### src/rtl/noc_bridge_vc_scheduler.sv
// noc_bridge_vc_scheduler: arbitrates request/response flits onto the AXIS link with
// per-channel transmit credits and piggybacked return credits for the local RX FIFOs.
module noc_bridge_vc_scheduler #(
    parameter int unsigned NumCred   = 8,
    parameter int unsigned DataWidth = 32,
    parameter int unsigned CredWidth = $clog2(NumCred + 1)
) (
    input  logic                 clk_i,
    input  logic                 rst_ni,
    input  logic                 req_valid_i,
    output logic                 req_ready_o,
    input  logic [DataWidth-1:0] req_data_i,
    input  logic                 rsp_valid_i,
    output logic                 rsp_ready_o,
    input  logic [DataWidth-1:0] rsp_data_i,
    input  logic                 rx_pop_req_i,
    input  logic                 rx_pop_rsp_i,
    input  logic                 rx_cred_valid_i,
    input  logic                 rx_cred_hdr_i,
    input  logic [CredWidth-1:0] rx_cred_i,
    output logic                 axis_valid_o,
    input  logic                 axis_ready_i,
    output logic                 tx_data_hdr_o,
    output logic [DataWidth-1:0] tx_data_o,
    output logic                 tx_data_validity_o,
    output logic                 tx_credits_hdr_o,
    output logic [CredWidth-1:0] tx_credits_o,
    output logic [CredWidth-1:0] cred_req_o,
    output logic [CredWidth-1:0] cred_rsp_o
);
    localparam logic [CredWidth-1:0] MaxCred = CredWidth'(NumCred);
    localparam logic [CredWidth:0]   MaxSum  = (CredWidth + 1)'(NumCred);

    logic                 valid_q, valid_d;
    logic                 data_hdr_q, data_hdr_d;
    logic [DataWidth-1:0] data_q, data_d;
    logic                 validity_q, validity_d;
    logic                 cred_hdr_q, cred_hdr_d;
    logic [CredWidth-1:0] credits_q, credits_d;
    logic [CredWidth-1:0] cred_req_q, cred_req_d, cred_rsp_q, cred_rsp_d;
    logic [CredWidth-1:0] ret_req_q, ret_req_d, ret_rsp_q, ret_rsp_d;
    logic                 rr_req_q, rr_req_d;
    logic                 slot_free, elig_req, elig_rsp, gnt_req, gnt_rsp, load, sel_req;
    logic [CredWidth:0]   sum_req, sum_rsp;

    assign slot_free = !valid_q || axis_ready_i;
    // Eligibility uses only registered credits, so same-cycle returns never unblock a stalled channel
    assign elig_req  = req_valid_i && (cred_req_q != '0);
    assign elig_rsp  = rsp_valid_i && (cred_rsp_q != '0);
    assign gnt_req   = rst_ni && slot_free && elig_req && (!elig_rsp || rr_req_q);
    assign gnt_rsp   = rst_ni && slot_free && elig_rsp && (!elig_req || !rr_req_q);
    assign sel_req   = ret_req_q >= ret_rsp_q;
    assign load      = gnt_req || gnt_rsp || (slot_free && (ret_req_q != '0 || ret_rsp_q != '0));

    assign sum_req = {1'b0, cred_req_q} + ((rx_cred_valid_i && rx_cred_hdr_i) ? {1'b0, rx_cred_i} : '0)
                   - (CredWidth + 1)'(gnt_req);
    assign sum_rsp = {1'b0, cred_rsp_q} + ((rx_cred_valid_i && !rx_cred_hdr_i) ? {1'b0, rx_cred_i} : '0)
                   - (CredWidth + 1)'(gnt_rsp);

    always_comb begin
        valid_d    = load || (valid_q && !axis_ready_i);
        data_hdr_d = load ? gnt_req : data_hdr_q;
        data_d     = load ? (gnt_req ? req_data_i : gnt_rsp ? rsp_data_i : '0) : data_q;
        validity_d = load ? (gnt_req || gnt_rsp) : validity_q;
        cred_hdr_d = load ? sel_req : cred_hdr_q;
        credits_d  = load ? (sel_req ? ret_req_q : ret_rsp_q) : credits_q;
        cred_req_d = (sum_req > MaxSum) ? MaxCred : sum_req[CredWidth-1:0];
        cred_rsp_d = (sum_rsp > MaxSum) ? MaxCred : sum_rsp[CredWidth-1:0];
        ret_req_d  = (load && sel_req) ? CredWidth'(rx_pop_req_i)
                   : ret_req_q + CredWidth'(rx_pop_req_i && ret_req_q != MaxCred);
        ret_rsp_d  = (load && !sel_req) ? CredWidth'(rx_pop_rsp_i)
                   : ret_rsp_q + CredWidth'(rx_pop_rsp_i && ret_rsp_q != MaxCred);
        rr_req_d   = gnt_req ? 1'b0 : gnt_rsp ? 1'b1 : rr_req_q;
    end

    always_ff @(posedge clk_i or negedge rst_ni) begin
        if (!rst_ni) begin
            valid_q    <= 1'b0;
            data_hdr_q <= 1'b0;
            data_q     <= '0;
            validity_q <= 1'b0;
            cred_hdr_q <= 1'b0;
            credits_q  <= '0;
            cred_req_q <= MaxCred;
            cred_rsp_q <= MaxCred;
            ret_req_q  <= '0;
            ret_rsp_q  <= '0;
            rr_req_q   <= 1'b1;
        end else begin
            valid_q    <= valid_d;
            data_hdr_q <= data_hdr_d;
            data_q     <= data_d;
            validity_q <= validity_d;
            cred_hdr_q <= cred_hdr_d;
            credits_q  <= credits_d;
            cred_req_q <= cred_req_d;
            cred_rsp_q <= cred_rsp_d;
            ret_req_q  <= ret_req_d;
            ret_rsp_q  <= ret_rsp_d;
            rr_req_q   <= rr_req_d;
        end
    end

    a_req_cred_overflow: assert property (@(posedge clk_i) disable iff (!rst_ni) sum_req <= MaxSum);
    a_rsp_cred_overflow: assert property (@(posedge clk_i) disable iff (!rst_ni) sum_rsp <= MaxSum);

    assign req_ready_o        = gnt_req;
    assign rsp_ready_o        = gnt_rsp;
    assign axis_valid_o       = valid_q;
    assign tx_data_hdr_o      = data_hdr_q;
    assign tx_data_o          = data_q;
    assign tx_data_validity_o = validity_q;
    assign tx_credits_hdr_o   = cred_hdr_q;
    assign tx_credits_o       = credits_q;
    assign cred_req_o         = cred_req_q;
    assign cred_rsp_o         = cred_rsp_q;
endmodule

### config.mk
export PLATFORM = sky130hd
export DESIGN_NAME = noc_bridge_vc_scheduler
export DESIGN_NICKNAME = d
export VERILOG_FILES = /design/src/rtl/noc_bridge_vc_scheduler.sv
export SDC_FILE = /design/constraint.sdc
export NUM_CORES = 1
export LEC_CHECK = 0
export BUFFER_PORTS_ARGS = -buffer_cell sky130_fd_sc_hd__buf_4
export CAP_MARGIN = 25
export CORE_MARGIN = 8
export CORE_UTILIZATION = 25
export DETAILED_ROUTE_END_ITERATION = 8
export PLACE_DENSITY = 0.44
export RECOVER_POWER = 25
export SYNTH_ARGS = -nofsm -noshare
export SYNTH_HDL_FRONTEND = slang
export SYNTH_SLANG_ARGS = --single-unit
### constraint.sdc
create_clock -name clk_i -period 3.3 [get_ports clk_i]
set_input_delay 0 -clock clk_i [delete_from_list [all_inputs] [get_ports clk_i]]
set_output_delay 0 -clock clk_i [all_outputs]
set_load 0.1 [all_outputs]
==> impl_metrics.yaml <==
synthesis:
  synthCells: 315
  syn-num-nets: 416
  yosysWarnings: 0
  ys_types: 38
  syn_area_per_cell_um2: 9.60
  yosysTopAreaCellShare_pct: 44.7
  synthTopCellsByArea: "dfrtp_1 (45%), nand2_1 (9.6%), ha_1 (9.1%)"
  async_reset_ff_share_pct: 100
  ys.flop_type: "dfrtp_1"
  synth_edf_count: 0
  synthesis.area_um2: 3020
  yosysSeqAreaShare_pct: 47.3
  ys_ff_latch: 57
  yosysTopAreaCell: "dfrtp_1"
cells_and_area:
  area_delta_synth_final_pct: 66.5
  fin_nets: 614
  drive_above_1_share_pct: 24.7
  final_common_cell: "buf_4"
  final_cell_mix: "buf_4 (97), nand2_1 (77), dlygate4sd3_1 (67)"
  diodes: 0
setup_path:
  worstPathArrival_ns: 3.15
  crit_type: "register to register"
  critPathMaxFanout: 4
  cp-start-kind: "register"
  worstPathRequired_ns: 3.50
  end_kind: "register"
timing:
  setup_viol: 0
  fin_skew_ns: 0.00544
  period_share_pct: 89.4
  hold_viol_final: 0
  final.setup.tns_ns: 0
  max_freq_ghz: 0.339
  whs_ns: 0.0734
  slew_headroom_pct: 16.9
  rsz0062_at_grt: "false"
  worst_slew_pin_slew_ns: 1.25
  timing.final.max_slew_violations: 0
  fin_crit_ns: 2.95
placed_design:
  dp_hpwl_mm: 7.21
  io_buffers: 126
  gp_congestion: 0.727
route:
  vias_per_cell: 4.45
  drt_iter0_markers: 78
  vias: 2959
  ant_nets: 0
  firstDrtPassIters: 4
  wl_mm: 9.62
  post_drt_wl_per_cell_um: 14.5
  drc: 0
worst_hold_path:
  hp-class: "input port to async pin"
clocking:
  cts.sinks: 57
  clockRootBuffer: "clkbuf_16"
  cts_resized: 0
  htree_levels: 3
  clk_pin_slew_ns: 0.05
  cts.path.max_buffers: 2
  clkLatencyLatePin_ns: 0.33
  tritoncts: "done"
  cts_made_buffers: 9
die:
  core-area_um2: 11900
  start_util_pct: 25.4
  die_area_um2: 15900
  dieHeight_um: 126
  ioPinCount: 127
  dieWidth_um: 126
  fp-row-count: 40
power_and_ir_drop:
  power_mw: 5.05
  power_leakage_nw: 2.41
  vdd_drop_max_uv: 379
  power_density_nw_per_um2: 1000
outcome:
  status: "complete, no violations"
grt:
  grt_pass1_wl_mm: 16.2
  grtUsageTotal_pct: 12.8
  grt_pass1_vias: 3278
  antenna_found_initial: 0
  grt_max_degree: 50
  grt_overflow: 0
flow_run:
  maxCapViolations: 0
[cell usage after synthesis, types with 2 or more instances]
library cell,n
o41a_1,2
nor2_1,13
clkbuf_1,2
dfstp_2,3
ha_1,22
a21o_1,4
fa_1,2
a2111oi_0,2
a22oi_1,32
nand2_1,77
dfrtp_1,54
xor2_1,3
a21boi_0,2
nor3_1,5
and2_1,2
o21ai_0,6
nor2b_1,3
buf_2,8
inv_1,28
mux2i_1,7
mux2_1,2
nand2b_1,3
a21oi_1,2
xnor2_1,5
nand4_1,2
nand3_1,12
[metal layers]
metal  up-vias  wire [µm]  GRT usage, %
met5         -          0             0
met4         0        178          5.80
met3        12        966          6.12
met2       101       4340          20.2
met1      1375       4130          14.3
li1       1471          -             -
[metrics by stage]
step                instances  utilization [%]  area, µm²  setup slack, ns
global route              665             42.3       5030           0.0314
floorplan                 315                -       3050         0.000755
detailed placement        582             35.0       4170            0.317
global placement          582             35.0       4170            0.421
finish                    665             42.3       5030            0.350
CTS                       665             43.3       5160            0.308
[cells by family (layout without fill, tap and decap cells)]
kind of cell	after synthesis	after routing	share of synthesized area, %
simple gates	123	123	17.7
flops	57	57	47.3
compound gates	56	56	14.1
buf+inv	38	241	5.05
fa+ha+maj	24	24	10.4
mux	9	9	3.06
xor+xnor	8	8	2.32
[final timing paths]
check,from,endpoint,slack [ns],cells after the start
setup / recovery,cred_req_o[3],cred_req_o[2],0.35,11
hold / removal,rst_ni,cred_req_o[1],0.07,2
setup reg to reg,cred_req_o[3],cred_req_o[2],0.35,11
hold reg to reg,tx_data_o[24],tx_data_o[24],0.46,2
max in group asynchronous,rst_ni,axis_valid_o,2.33,3
min in group clk_i,axis_ready_i,axis_valid_o,0.15,3
[area by class of cell]
class | instances | area, µm²
fill | 1185 | 6880
timing repair buffer | 197 | 1520
multi-input combinational | 220 | 1460
sequential | 57 | 1450
clock buffer | 12 | 267
tap | 147 | 184
inverter | 28 | 105
clock inverter | 4 | 50.0
[worst max-delay path, stage by stage, from the launching register on]
cell	delay (ns)
dfstp_4	0.47
o41a_1	0.45
and3_1	0.21
a21boi_4	0.15
xnor2_1	0.18
ha_1	0.19
inv_1	0.06
fa_1	0.41
nand4_1	0.12
a2111oi_0	0.10
nor3_1	0.39
nor2_1	0.09
[sequential cells by signal, summed over array words and instances, names as in the netlist]
register            flops
tx_data_hdr_o           1
ret_rsp_q               4
tx_credits_hdr_o        1
cred_rsp_o              4
ret_req_q               4
tx_credits_o            4
rr_req_q                1
cred_req_o              4
tx_data_validity_o      1
tx_data_o              32
axis_valid_o            1
[where the power goes]
| group | switching [mW] | total, mW | leakage [nW] | internal [mW] |
|---|---|---|---|---|
| logic | 2.22 | 2.94 | 1.53 | 0.725 |
| clock network | 0.329 | 0.973 | 0.151 | 0.644 |
| registers | 0.169 | 1.13 | 0.733 | 0.965 |
| total | 2.71 | 5.05 | 2.41 | 2.33 |
[what timing repair did]
action,CTS,global route
hold buffers,67,0
buffers inserted,0,0
endpoints found under the hold margin,42,0
(Power assumes the default switching activity.)
